$ cat src/rtl/pipelined_control_unit.sv
// Purpose: decodes the ID-stage opcode/funct and carries the control word through the ID/EX, EX/MEM and MEM/WB stage registers.
// Latency: decode is combinational; the word appears on ex_* after 1 cycle, on mem_* after 2 cycles and on wb_* after 3 cycles.
// Backpressure: ena=0 freezes all state. A load-use hazard holds PC and IF/ID for one cycle and injects a bubble. A taken branch flushes IF/ID and ID/EX.
module pipelined_control_unit #(
    parameter int OP_W      = 6,
    parameter int FN_W      = 6,
    parameter int RA_W      = 5,
    parameter int CNT_W     = 8,
    parameter bit HAZARD_EN = 1'b1
) (
    input  logic             clk,
    input  logic             rst,
    input  logic             ena,
    input  logic [OP_W-1:0]  id_opcode,
    input  logic [FN_W-1:0]  id_funct,
    input  logic [RA_W-1:0]  id_rs,
    input  logic [RA_W-1:0]  id_rt,
    input  logic [RA_W-1:0]  id_rd,
    input  logic             branch_taken,
    output logic             pc_write,
    output logic             if_id_write,
    output logic             if_id_flush,
    output logic             ex_reg_dst,
    output logic             ex_alu_src,
    output logic             ex_mem_read,
    output logic             ex_mem_write,
    output logic             ex_branch,
    output logic             ex_mem_to_reg,
    output logic             ex_reg_write,
    output logic [FN_W-1:0]  ex_alu_op,
    output logic [RA_W-1:0]  ex_rt,
    output logic [RA_W-1:0]  ex_wreg,
    output logic             mem_mem_read,
    output logic             mem_mem_write,
    output logic             mem_mem_to_reg,
    output logic             mem_reg_write,
    output logic [RA_W-1:0]  mem_wreg,
    output logic             wb_mem_to_reg,
    output logic             wb_reg_write,
    output logic [RA_W-1:0]  wb_wreg,
    output logic             illegal_op,
    output logic [CNT_W-1:0] stall_cnt
);

    localparam logic [OP_W-1:0] OP_R    = OP_W'(6'b000000);
    localparam logic [OP_W-1:0] OP_LW   = OP_W'(6'b100011);
    localparam logic [OP_W-1:0] OP_SW   = OP_W'(6'b101011);
    localparam logic [OP_W-1:0] OP_BEQ  = OP_W'(6'b000100);
    localparam logic [OP_W-1:0] OP_ADDI = OP_W'(6'b001000);
    localparam logic [FN_W-1:0] ALU_ADD = FN_W'(6'b100000);
    localparam logic [FN_W-1:0] ALU_SUB = FN_W'(6'b100010);

    typedef struct packed {
        logic            reg_dst;
        logic            alu_src;
        logic            mem_read;
        logic            mem_write;
        logic            branch;
        logic            mem_to_reg;
        logic            reg_write;
        logic [FN_W-1:0] alu_op;
        logic [RA_W-1:0] rt;
        logic [RA_W-1:0] wreg;
    } idex_t;

    typedef struct packed {
        logic            mem_read;
        logic            mem_write;
        logic            mem_to_reg;
        logic            reg_write;
        logic [RA_W-1:0] wreg;
    } exmem_t;

    typedef struct packed {
        logic            mem_to_reg;
        logic            reg_write;
        logic [RA_W-1:0] wreg;
    } memwb_t;

    idex_t            dec;
    logic             dec_illegal;
    idex_t            ex_q;
    exmem_t           mem_q;
    memwb_t           wb_q;
    logic             illegal_q;
    logic [CNT_W-1:0] stall_cnt_q;
    logic             stall;

    // Decode: undefined opcodes produce an all-zero word (register fields included).
    // Writes to register 0 are suppressed.
    always_comb begin
        dec         = '0;
        dec_illegal = 1'b0;
        case (id_opcode)
            OP_R: begin
                dec.reg_dst   = 1'b1;
                dec.reg_write = 1'b1;
                dec.alu_op    = id_funct;
            end
            OP_LW: begin
                dec.alu_src    = 1'b1;
                dec.mem_read   = 1'b1;
                dec.mem_to_reg = 1'b1;
                dec.reg_write  = 1'b1;
                dec.alu_op     = ALU_ADD;
            end
            OP_SW: begin
                dec.alu_src   = 1'b1;
                dec.mem_write = 1'b1;
                dec.alu_op    = ALU_ADD;
            end
            OP_BEQ: begin
                dec.branch = 1'b1;
                dec.alu_op = ALU_SUB;
            end
            OP_ADDI: begin
                dec.alu_src   = 1'b1;
                dec.reg_write = 1'b1;
                dec.alu_op    = ALU_ADD;
            end
            default: dec_illegal = 1'b1;
        endcase
        if (!dec_illegal) begin
            dec.rt   = id_rt;
            dec.wreg = dec.reg_dst ? id_rd : id_rt;
        end
        if (dec.wreg == '0) begin
            dec.reg_write = 1'b0;
        end
    end

    // Load-use hazard: the load in EX targets a register read by the instruction in ID.
    assign stall = HAZARD_EN && ex_q.mem_read && (ex_q.rt != '0) &&
                   ((ex_q.rt == id_rs) || (ex_q.rt == id_rt));

    // Stage registers: a flush or stall injects a bubble into ID/EX.
    // The later stages always advance.
    always_ff @(posedge clk or posedge rst) begin
        if (rst) begin
            ex_q      <= '0;
            mem_q     <= '0;
            wb_q      <= '0;
            illegal_q <= 1'b0;
        end else if (ena) begin
            mem_q.mem_read   <= ex_q.mem_read;
            mem_q.mem_write  <= ex_q.mem_write;
            mem_q.mem_to_reg <= ex_q.mem_to_reg;
            mem_q.reg_write  <= ex_q.reg_write;
            mem_q.wreg       <= ex_q.wreg;
            wb_q.mem_to_reg  <= mem_q.mem_to_reg;
            wb_q.reg_write   <= mem_q.reg_write;
            wb_q.wreg        <= mem_q.wreg;
            if (branch_taken || stall) begin
                ex_q      <= '0;
                illegal_q <= 1'b0;
            end else begin
                ex_q      <= dec;
                illegal_q <= dec_illegal;
            end
        end
    end

    // Saturating count of cycles actually spent stalled.
    // A stall is not counted when a flush overrides it in the same cycle.
    always_ff @(posedge clk or posedge rst) begin
        if (rst) begin
            stall_cnt_q <= '0;
        end else if (ena && !branch_taken && stall && (stall_cnt_q != '1)) begin
            stall_cnt_q <= stall_cnt_q + CNT_W'(1);
        end
    end

    // PC / IF-ID enables, in priority order: reset, freeze, flush, stall, normal.
    always_comb begin
        pc_write    = 1'b1;
        if_id_write = 1'b1;
        if_id_flush = 1'b0;
        if (rst) begin
            pc_write    = 1'b1;
            if_id_write = 1'b1;
        end else if (!ena) begin
            pc_write    = 1'b0;
            if_id_write = 1'b0;
        end else if (branch_taken) begin
            if_id_flush = 1'b1;
        end else if (stall) begin
            pc_write    = 1'b0;
            if_id_write = 1'b0;
        end
    end

    assign ex_reg_dst     = ex_q.reg_dst;
    assign ex_alu_src     = ex_q.alu_src;
    assign ex_mem_read    = ex_q.mem_read;
    assign ex_mem_write   = ex_q.mem_write;
    assign ex_branch      = ex_q.branch;
    assign ex_mem_to_reg  = ex_q.mem_to_reg;
    assign ex_reg_write   = ex_q.reg_write;
    assign ex_alu_op      = ex_q.alu_op;
    assign ex_rt          = ex_q.rt;
    assign ex_wreg        = ex_q.wreg;
    assign mem_mem_read   = mem_q.mem_read;
    assign mem_mem_write  = mem_q.mem_write;
    assign mem_mem_to_reg = mem_q.mem_to_reg;
    assign mem_reg_write  = mem_q.reg_write;
    assign mem_wreg       = mem_q.wreg;
    assign wb_mem_to_reg  = wb_q.mem_to_reg;
    assign wb_reg_write   = wb_q.reg_write;
    assign wb_wreg        = wb_q.wreg;
    assign illegal_op     = illegal_q;
    assign stall_cnt      = stall_cnt_q;

endmodule

$ cat config.mk
export PLATFORM = sky130hd
export DESIGN_NAME = pipelined_control_unit
export DESIGN_NICKNAME = d
export VERILOG_FILES = /design/src/rtl/pipelined_control_unit.sv
export SDC_FILE = /design/constraint.sdc
export NUM_CORES = 1
export LEC_CHECK = 0
export CAP_MARGIN = 25
export CORE_MARGIN = 4
export CORE_UTILIZATION = 44
export CTS_CLUSTER_SIZE = 10
export DETAILED_ROUTE_END_ITERATION = 10
export GPL_TIMING_DRIVEN = 0
export PLACE_DENSITY = 0.79
export SLEW_MARGIN = 20
export SYNTH_ARGS = -nofsm -noshare
export SYNTH_HDL_FRONTEND = slang
export SYNTH_SLANG_ARGS = --single-unit
$ cat constraint.sdc
create_clock -name clk -period 2.33 [get_ports clk]
set_clock_uncertainty 0.05 [all_clocks]
set_input_delay 0.466 -clock clk [delete_from_list [all_inputs] [get_ports clk]]
set_output_delay 0.466 -clock clk [all_outputs]
set_load 0.03 [all_outputs]
After elaboration in Yosys (flattened, before gate mapping)
Cells that the tools add are included.
{"block": "word_totals", "register_bits": 48, "elab_cells": 62, "input_bits": 31, "out_inout_bits": 51}
{"block": "classes", "mux": 20, "n_eq_ne": 7, "n_reduce_logical": 14, "n_addsub": 1}
{"op": "$mux 23", "count": 1}
{"op": "$pmux 6 s3", "count": 1}
{"op": "$mux 1", "count": 16}
{"op": "$eq 6x6->1 const B", "count": 2}
{"op": "$eq 5x5->1", "count": 2}
{"op": "$mux 10", "count": 1}
{"op": "$add 8x1->8 const B", "count": 1}
{"op": "$ne 8x8->1 const B", "count": 1}
{"op": "$eq 6x3->1 const B", "count": 1}
{"op": "$eq 6x4->1 const B", "count": 1}
{"op": "$logic_not 6->1", "count": 1}
{"op": "$reduce_or 3->1", "count": 2}
{"op": "$logic_and 1x1->1", "count": 5}
{"op": "$logic_not 5->1", "count": 1}
{"op": "$mux 5", "count": 1}
{"op": "$reduce_bool 5->1", "count": 1}
{"op": "$reduce_or 5->1", "count": 1}
{"op": "$logic_or 1x1->1", "count": 2}
{"op": "$logic_not 1->1", "count": 1}

Logic depth before layout (Yosys ltp)
Gate-level depths: netlist (run 1).
{"block": "depth", "ltp_word": 7, "ltp_mapped": 7, "ltp_nobuf": 5}

Worst setup path before layout (run 1)
No wires, ideal clock.
{"block": "synth_path", "kind": "input to output", "from": "input rst", "to": "output pc_write", "path_stages": 3, "arrival_ns": 2.288, "setup_slack_ns": -0.474, "n_path_buf": 1, "t_required_ns": 1.814, "path_cell_list": "inv_1 > nand2_1 > buf_4"}
{"block": "synth_between", "elab_chain_cells": 1}
{"item": "start, declared", "line": "12", "rtl": "input logic rst,"}
{"item": "$mux 1"}
{"item": "end, declared", "line": "20", "rtl": "output logic pc_write,"}
No other way between the ends.

Worst setup path after layout (run 1)
{"block": "layout_path", "from": "input id_rt[3]", "to": "output pc_write"}
{"block": "layout_between", "elab_chain_cells": 7}
{"item": "start, declared", "line": "17", "rtl": "input logic [RA_W-1:0] id_rt,"}
{"item": "$eq 5x5->1", "line": "134", "rtl": "((ex_q.rt == id_rs) || (ex_q.rt == id_rt));"}
{"item": "$logic_or 1x1->1", "line": "134"}
{"item": "$logic_and 1x1->1", "line": "133", "rtl": "assign stall = HAZARD_EN && ex_q.mem_read && (ex_q.rt != '0) &&"}
{"item": "$mux 1", "line": "186", "rtl": "end else if (stall) begin"}
{"item": "$mux 1", "line": "184", "rtl": "end else if (branch_taken) begin"}
{"item": "$mux 1", "line": "181", "rtl": "end else if (!ena) begin"}
{"item": "$mux 1", "line": "178", "rtl": "if (rst) begin"}
No other way between the ends.

==> results of run 1 <==
-- report_power, final --
| group | total (uW) | internal [uW] | leakage, uW | switching (uW) |
|---|---|---|---|---|
| logic | 245 | 112 | 0.000823 | 133 |
| clock network | 583 | 320 | 0.0000514 | 263 |
| registers | 820 | 810 | 0.000632 | 10.1 |
-- synth_stat cells (all sizes together), types with 2 or more instances --
master and count:
inv 29, nand3 4, xor2 15, o22ai 22, nor2 11, nand2b 3, a21oi 6, or4 2
mux2 18, buf 8, nand4 2, o211ai 2, o21ai 2, and3 2, dfrtp 46, nor4 5
nor3 9, clkbuf 2, nand2 10, nor3b 2
-- per-layer routing --
| layer | track usage, % | wire (um) |
|---|---|---|
| met4 | 5.67 | 72 |
| met2 | 32.7 | 2900 |
| met1 | 24.6 | 2490 |
| met3 | 4.51 | 452 |
| met5 | 0 | 0 |
-- cells by family (layout without fill, tap and decap cells) --
family,Yosys count,after routing,share of synthesized area (%)
flip-flops,46,46,51.2
AND/OR/NAND/NOR,53,53,13.1
buffers and inverters,39,143,7.41
AO/OA/AOI/OAI,39,39,12.6
multiplexers,18,18,9.19
adder cells (fa/ha/maj),1,1,0.557
XOR/XNOR,15,15,5.85
-- layout by cell type (no fill, tap or decap), drive strengths merged --
master and count:
clkdlybuf4s50 67, dfrtp 46, inv 28, buf 23, o22ai 22, mux2 18
xor2 15, nor2 11, nand2 10, nor3 9, dlygate4sd2 8, clkbuf 8
a21oi 6, nor4 5, nand3 4, clkinvlp 4, nand2b 3, clkdlybuf4s15 3
or4 2, nand4 2, and3 2, o211ai 2, o21ai 2, nor3b 2
a22oi 1, nor2b 1, or3 1, a21o 1, a31oi 1, o2111ai 1
nand3b 1, o31ai 1, o41ai 1, o21bai 1, ha 1, bufinv 1
dlymetal6s2s 1
-- through the flow --
step | cells | cell area [sq um] | setup TNS, ns | util (%)
finish | 382 | 3420 | -0.154 | 70.5
global route | 382 | 3420 | -0.702 | 70.5
CTS | 380 | 3380 | -0.138 | 69.7
detailed placement | 359 | 3160 | -7.01 | 65.2
global placement | 359 | 3160 | -6.27 | 65.2
floorplan | 211 | 2270 | 0 | -
-- worst register-to-register path, cell delays in order (launching register included) --
cell and delay, ns:
dfrtp_1 0.44, xor2_1 0.17, nor3_2 0.24, a22oi_2 0.10, buf_4 0.15, buf_4 0.12
buf_4 0.12, buf_4 0.12, buf_4 0.12, o211ai_1 0.23, buf_4 0.23, o22ai_1 0.10
-- path summary, 6_finish.rpt --
| check | endpoint | slack, ns |
|---|---|---|
| worst min-delay path | stall_cnt[6] | 0.31 |
| max in group asynchronous | ex_rt[3] | 1.58 |
| worst min register to register | stall_cnt[5] | 0.45 |
| min in group clk | stall_cnt[5] | 0.45 |
| worst max register to register | ex_wreg[1] | 0.03 |
| worst max-delay path | pc_write | -0.09 |
-- layout make-up --
| type | count | share of cell area [%] |
|---|---|---|
| multi-input combinational | 126 | 28.5 |
| timing repair inverter | 2 | 0.366 |
| buffer | 10 | 2.01 |
| clock buffer | 6 | 2.12 |
| sequential | 46 | 33.8 |
| timing repair buffer | 94 | 26.3 |
| inverter | 29 | 3.30 |
| clock inverter | 2 | 1.10 |
| tap | 67 | 2.45 |
-- timing repair --
| item | 4_1_cts | 5_1_grt |
|---|---|---|
| gates cloned | 2 | 0 |
| setup endpoints to repair | 3 | 14 |
| pin swaps | 10 | 4 |
| endpoints found under the hold margin | 0 | 0 |
| buffers inserted | 11 | 2 |
| resized for setup | 33 | 9 |
==> impl_results.md, run 1 <==
- F_max: a little over 0.4 GHz
- Layout Nets: 346
- #FFs+latches synth: 46
- Antenna-violating nets left: 0
- Detailed Route Iter0 Violations: 135
- Via count: a little under 2000
- Final WS setup: -0.0906 ns
- CP bufs+invs: 4
- Final hold slack: ~0.31 ns
- Avg Cell Area, Syn: approximately 11 sq um
- Row cnt: 25
- Mean routed wirelength per cell: 15.5 um
- Gr ovfl total: 0
- Floorplan Core Area: 0.00485 sq mm
- R2R cell count: 11
- Worst Hold Class: in -> async
- Die Span Y: 79.5 um
- Worst-path cell chain: clkdlybuf4s15_1, xor2_2, nor3_2, a22oi_2, buf_4, o31ai_4, nand2_2, buf_6, buf_6
- Max cap viols: 0
- DRT Wirelength: 5910 um
- Main area contributors after synthesis: dfrtp_1 (51%), mux2_2 (8.5%), o22ai_1 (6.1%), xor2_1 (5.8%), inv_1 (4.8%)
- Stages on worst setup path: 9
- Die area: roughly 0.0063 sq mm
- Synth warn: 0
- Min cycle time layout: 2.42 ns
- Clk_lat worst skew: 0.29 ns
- Family with the most delay on the worst path: buffers and inverters
- Cell variety after synth: 39
- Post-detail-place hpwl: approximately 4200 um
- Sequential cell area: 0.00116 sq mm
- TritonRoute pass-1 iters: 4
- Syn Inst Count: 211
- Post-route DRC: 0
- Final hold vios: 0
- Layout area overhead: 52.1%
- Max transition margin: roughly 62%
- Outcome: finished, violations left
- Top cell by count, worst path: buf_6
- CP max FO: 3
- Data required time of the critical path: 1.81 ns
- Post-synth top area share: 51.2%
- Worst Setup SP: id_rt[3]
- Main synth FF type: dfrtp_1
- Sink Count: between 40 and 50
- CP startpoint kind: input pin
- Tot Pwr: 1650 uW
- Overall Global Routing Usage: 19.3%
- Pre-CTS setup slack: -1.18 ns
- Detailed-route vias per instance: 5.19
- CTS tree: done
- Leakage power: 0.00151 uW
- Pwr per Cell Area: 482 mW/mm^2
- CTS Buf Count: 5
- First-pass GRT wire length: ~9600 um
- Final setup viols: 2
- Worst Tran Pin Value: 0.564 ns
- Fin crit share: 104%
- Async SR Flop Fraction: 100%
- Synthesized area: 0.00225 sq mm
- Critical Path AT: 1.90 ns
- Crit-path max cell delay: roughly 0.24 ns
- RSZ-0062 raised after global routing: yes
- Antenna diodes: 0
- Sequential share of the synthesized area: 51.2%
- I/O pins: ~80
- Fraction of layout cells with a size suffix above 1: 22.9%
- Port Buf Inserts: 81
- Failing checks: setup timing
- Worst-case clock buffer depth: 2
- Htree depth: 2
- FF-to-FF Start: ex_rt[4]
- CP max-delay cell: clkdlybuf4s15_1
- RePlAce Congestion: 0.785
- Fillers: 371
- Max reg flops: 8
- Hold_buf cts: 0
- Cell taking the most area after synthesis: dfrtp_1
- Final Slew Violations: 0
- Clk root buf: clkbuf_8
- Multi-input combinational cell area: 975 sq um
- Initial antenna violation count: 0
- Worst IR drop on VDD: between 0.3 and 0.4 mV
- Initial Utilization: ~46%
- Post-synth EDFFs: 0
- Chip Width: 79.5 um
- Worst Path Class, Setup: in -> out
- CP Capture Type: primary output
- Syn Nets: 243
- Clock transition at the registers of the reported paths: roughly 0.080 ns
- Largest net degree at the start of global routing: 25
- Vias in the first global route: 1996
Note: power is estimated with default switching activity, not from simulation.
==> inputs of run 2 (changes only) <==
--- a/config.mk
+++ b/config.mk
@@ -8,11 +8,10 @@
 export CAP_MARGIN = 25
 export CORE_MARGIN = 4
 export CORE_UTILIZATION = 44
-export CTS_CLUSTER_SIZE = 10
 export DETAILED_ROUTE_END_ITERATION = 10
 export GPL_TIMING_DRIVEN = 0
 export PLACE_DENSITY = 0.79
-export SLEW_MARGIN = 20
+export SLEW_MARGIN = 15
 export SYNTH_ARGS = -nofsm -noshare
 export SYNTH_HDL_FRONTEND = slang
 export SYNTH_SLANG_ARGS = --single-unit
==> results of run 2 <==
Same layout as run 1: the final DEF is identical, and so are final timing and power.
==> inputs of run 3 (changes only) <==
--- a/config.mk
+++ b/config.mk
@@ -7,10 +7,9 @@
 export LEC_CHECK = 0
 export CAP_MARGIN = 25
 export CORE_MARGIN = 4
-export CORE_UTILIZATION = 44
+export CORE_UTILIZATION = 25
 export DETAILED_ROUTE_END_ITERATION = 10
 export GPL_TIMING_DRIVEN = 0
-export PLACE_DENSITY = 0.79
 export SLEW_MARGIN = 15
 export SYNTH_ARGS = -nofsm -noshare
 export SYNTH_HDL_FRONTEND = slang
==> impl_results.md, run 3 (synthesis results as in run 1) <==
- Worst IR drop on VDD: 0.213 mV (-43%)
- Final WS setup: -0.0545 ns (+0.0361 ns)
- Row cnt: 34 (+36%)
- Clk_lat worst skew: 0.30 ns (about the same)
- Leakage power: 0.00146 uW (-3.1%)
- Layout area overhead: 51.1%
- Die Span Y: 103 um (+29%)
- Gr ovfl total: 0 (unchanged)
- Max cap viols: 0 (unchanged)
- CP Capture Type: primary output
- Clk root buf: clkbuf_8
- Fraction of layout cells with a size suffix above 1: 20.9% (-1.9 points)
- Crit-path max cell delay: 0.56 ns (+0.32 ns)
- Clock transition at the registers of the reported paths: 0.08 ns (about the same)
- CP max FO: 4 (+1)
- Pre-CTS setup slack: -0.902 ns (+0.277 ns)
- Worst-path cell chain: or4_4, o21ai_4, o31ai_4, nand2_2, buf_6, buf_6
- Worst Tran Pin Value: 0.592 ns (+0.0283 ns)
- Worst Path Class, Setup: reg -> out
- Layout Nets: 337 (-2.6%)
- Initial Utilization: 25.8% (-21 points)
- Outcome: finished, violations left
- M1 WL: 2690 um (+7.8%)
- Max reg flops: 8 (unchanged)
- Initial antenna violation count: 0 (unchanged)
- Mean routed wirelength per cell: 15.0 um (-3.3%)
- I/O pins: 82 (unchanged)
- Sink Count: 46 (unchanged)
- Metal3 WL: 395 um (-13%)
- Detailed Route Iter0 Violations: 55 (-59%)
- Worst-case clock buffer depth: 2 (unchanged)
- Htree depth: 2 (unchanged)
- Floorplan Core Area: 0.00872 sq mm (+80%)
- Final hold slack: 0.444 ns (+0.132 ns)
- TritonRoute pass-1 iters: 6 (+2)
- Post-route DRC: 0 (unchanged)
- DRT Wirelength: 6200 um (+4.8%)
- Setup Total Neg Slack: -0.0912 ns (+0.0628 ns)
- Max layer used: met4
- Largest net degree at the start of global routing: 32 (+28%)
- Wire length on met2: 3040 um (+5.1%)
- Most frequent cells in the layout: clkdlybuf4s50_1 (70), dfrtp_1 (41), inv_1 (28)
- Critical Path AT: 1.87 ns (-0.03 ns)
- RSZ-0062 raised after global routing: yes
- Final setup viols: 2 (unchanged)
- Failing checks: setup timing
- Max transition margin: 60.5% (-1.7 points)
- Top cell by count, worst path: buf_6
- CTS tree: done
- Antenna diodes: 0 (unchanged)
- Post-detail-place hpwl: 4710 um (+12%)
- Final Instance Area: 0.00340 sq mm (-0.62%)
- Overall Global Routing Usage: 12.4% (-6.9 points)
- R2R Setup Slk: 0.17 ns (+0.14 ns)
- Min cycle time layout: 2.38 ns (-0.0361 ns)
- Data required time of the critical path: 1.81 ns (about the same)
- Via count: 1906 (-3.9%)
- Fillers: 867 (+130%)
- Die area: 0.0106 sq mm (+67%)
- Tot Pwr: 1550 uW (-5.8%)
- Antenna-violating nets left: 0 (unchanged)
- Placed cell areas: 0.00323 sq mm (+2.3%)
- CP startpoint kind: flop
- CP max-delay cell: or4_4
- RePlAce Congestion: 0.740 (-5.7%)
- Port Buf Inserts: 81 (unchanged)
- Commonest non-fill, non-tap cell in the layout: clkdlybuf4s50_1
- CTS Buf Count: 5 (unchanged)
- Vias in the first global route: 1903 (-4.7%)
- Detailed-route vias per instance: 4.60 (-11%)
- Final hold vios: 0 (unchanged)
- Chip Width: 103 um (+29%)
- Hold_buf cts: 0 (unchanged)
- Fin crit share: 102% (-1.5 points)
- Worst Hold Class: reg -> reg
- First-pass GRT wire length: 10000 um (+4.7%)
- Pwr per Cell Area: 457 mW/mm^2 (-5.2%)
- Final Slew Violations: 0 (unchanged)
- F_max: 0.419 GHz (+1.5%)
## run 3: repair_timing
| action | in CTS | in global routing |
|---|---|---|
| endpoints found under the setup margin | 3 | 14 |
| pin swaps | 10 | 4 |
| endpoints found under the hold margin | 0 | 0 |
| setup buffers | 6 | 1 |
| gates resized for setup | 31 | 6 |
## run 3: worst max-delay path: cells and delay by family, from the launching register on
kind,cells,cell delay (ns)
flops,1,0.45
buf+inv,2,0.20
simple gates,2,0.64
compound gates,2,0.28
## run 3: worst paths after layout
check,cells after the start,to,start
max,6,pc_write,ex_rt[2]
min,1,stall_cnt[5],stall_cnt[5]
max reg2reg,7,stall_cnt[1],ex_rt[2]
min reg2reg,1,stall_cnt[5],stall_cnt[5]
max in group asynchronous,4,ex_rt[2],rst
min in group asynchronous,3,mem_wreg[2],rst
## run 3: cell type report
cell class                 instances  area, sq um  area share [%]
inverter                          29          113            3.32
sequential                        46         1160            34.1
buffer                             9         62.6            1.84
timing repair buffer              88          866            25.5
clock inverter                     3         21.3           0.626
clock buffer                       5         68.8            2.03
multi-input combinational        126          972            28.6
tap                              108          135            3.98
## run 3: routing by layer
metal / GRT usage [%] / vias up
li1: - / 917
met1: 16.0 / 928
met2: 20.0 / 54
met3: 4.40 / 7
met4: 2.99 / 0
met5: 0 / -
## run 3: per-stage QoR
stage	instances	utilization [%]
after CTS	415	38.8
final	414	38.9
after floorplan	211	-
after detailed placement	401	37.1
after global placement	400	36.8
after global routing	414	38.9
## run 3: power breakdown
part	total (uW)	switching, uW	internal [uW]
Clock	491	280	211
Combinational	240	130	110
Sequential	821	10.8	810
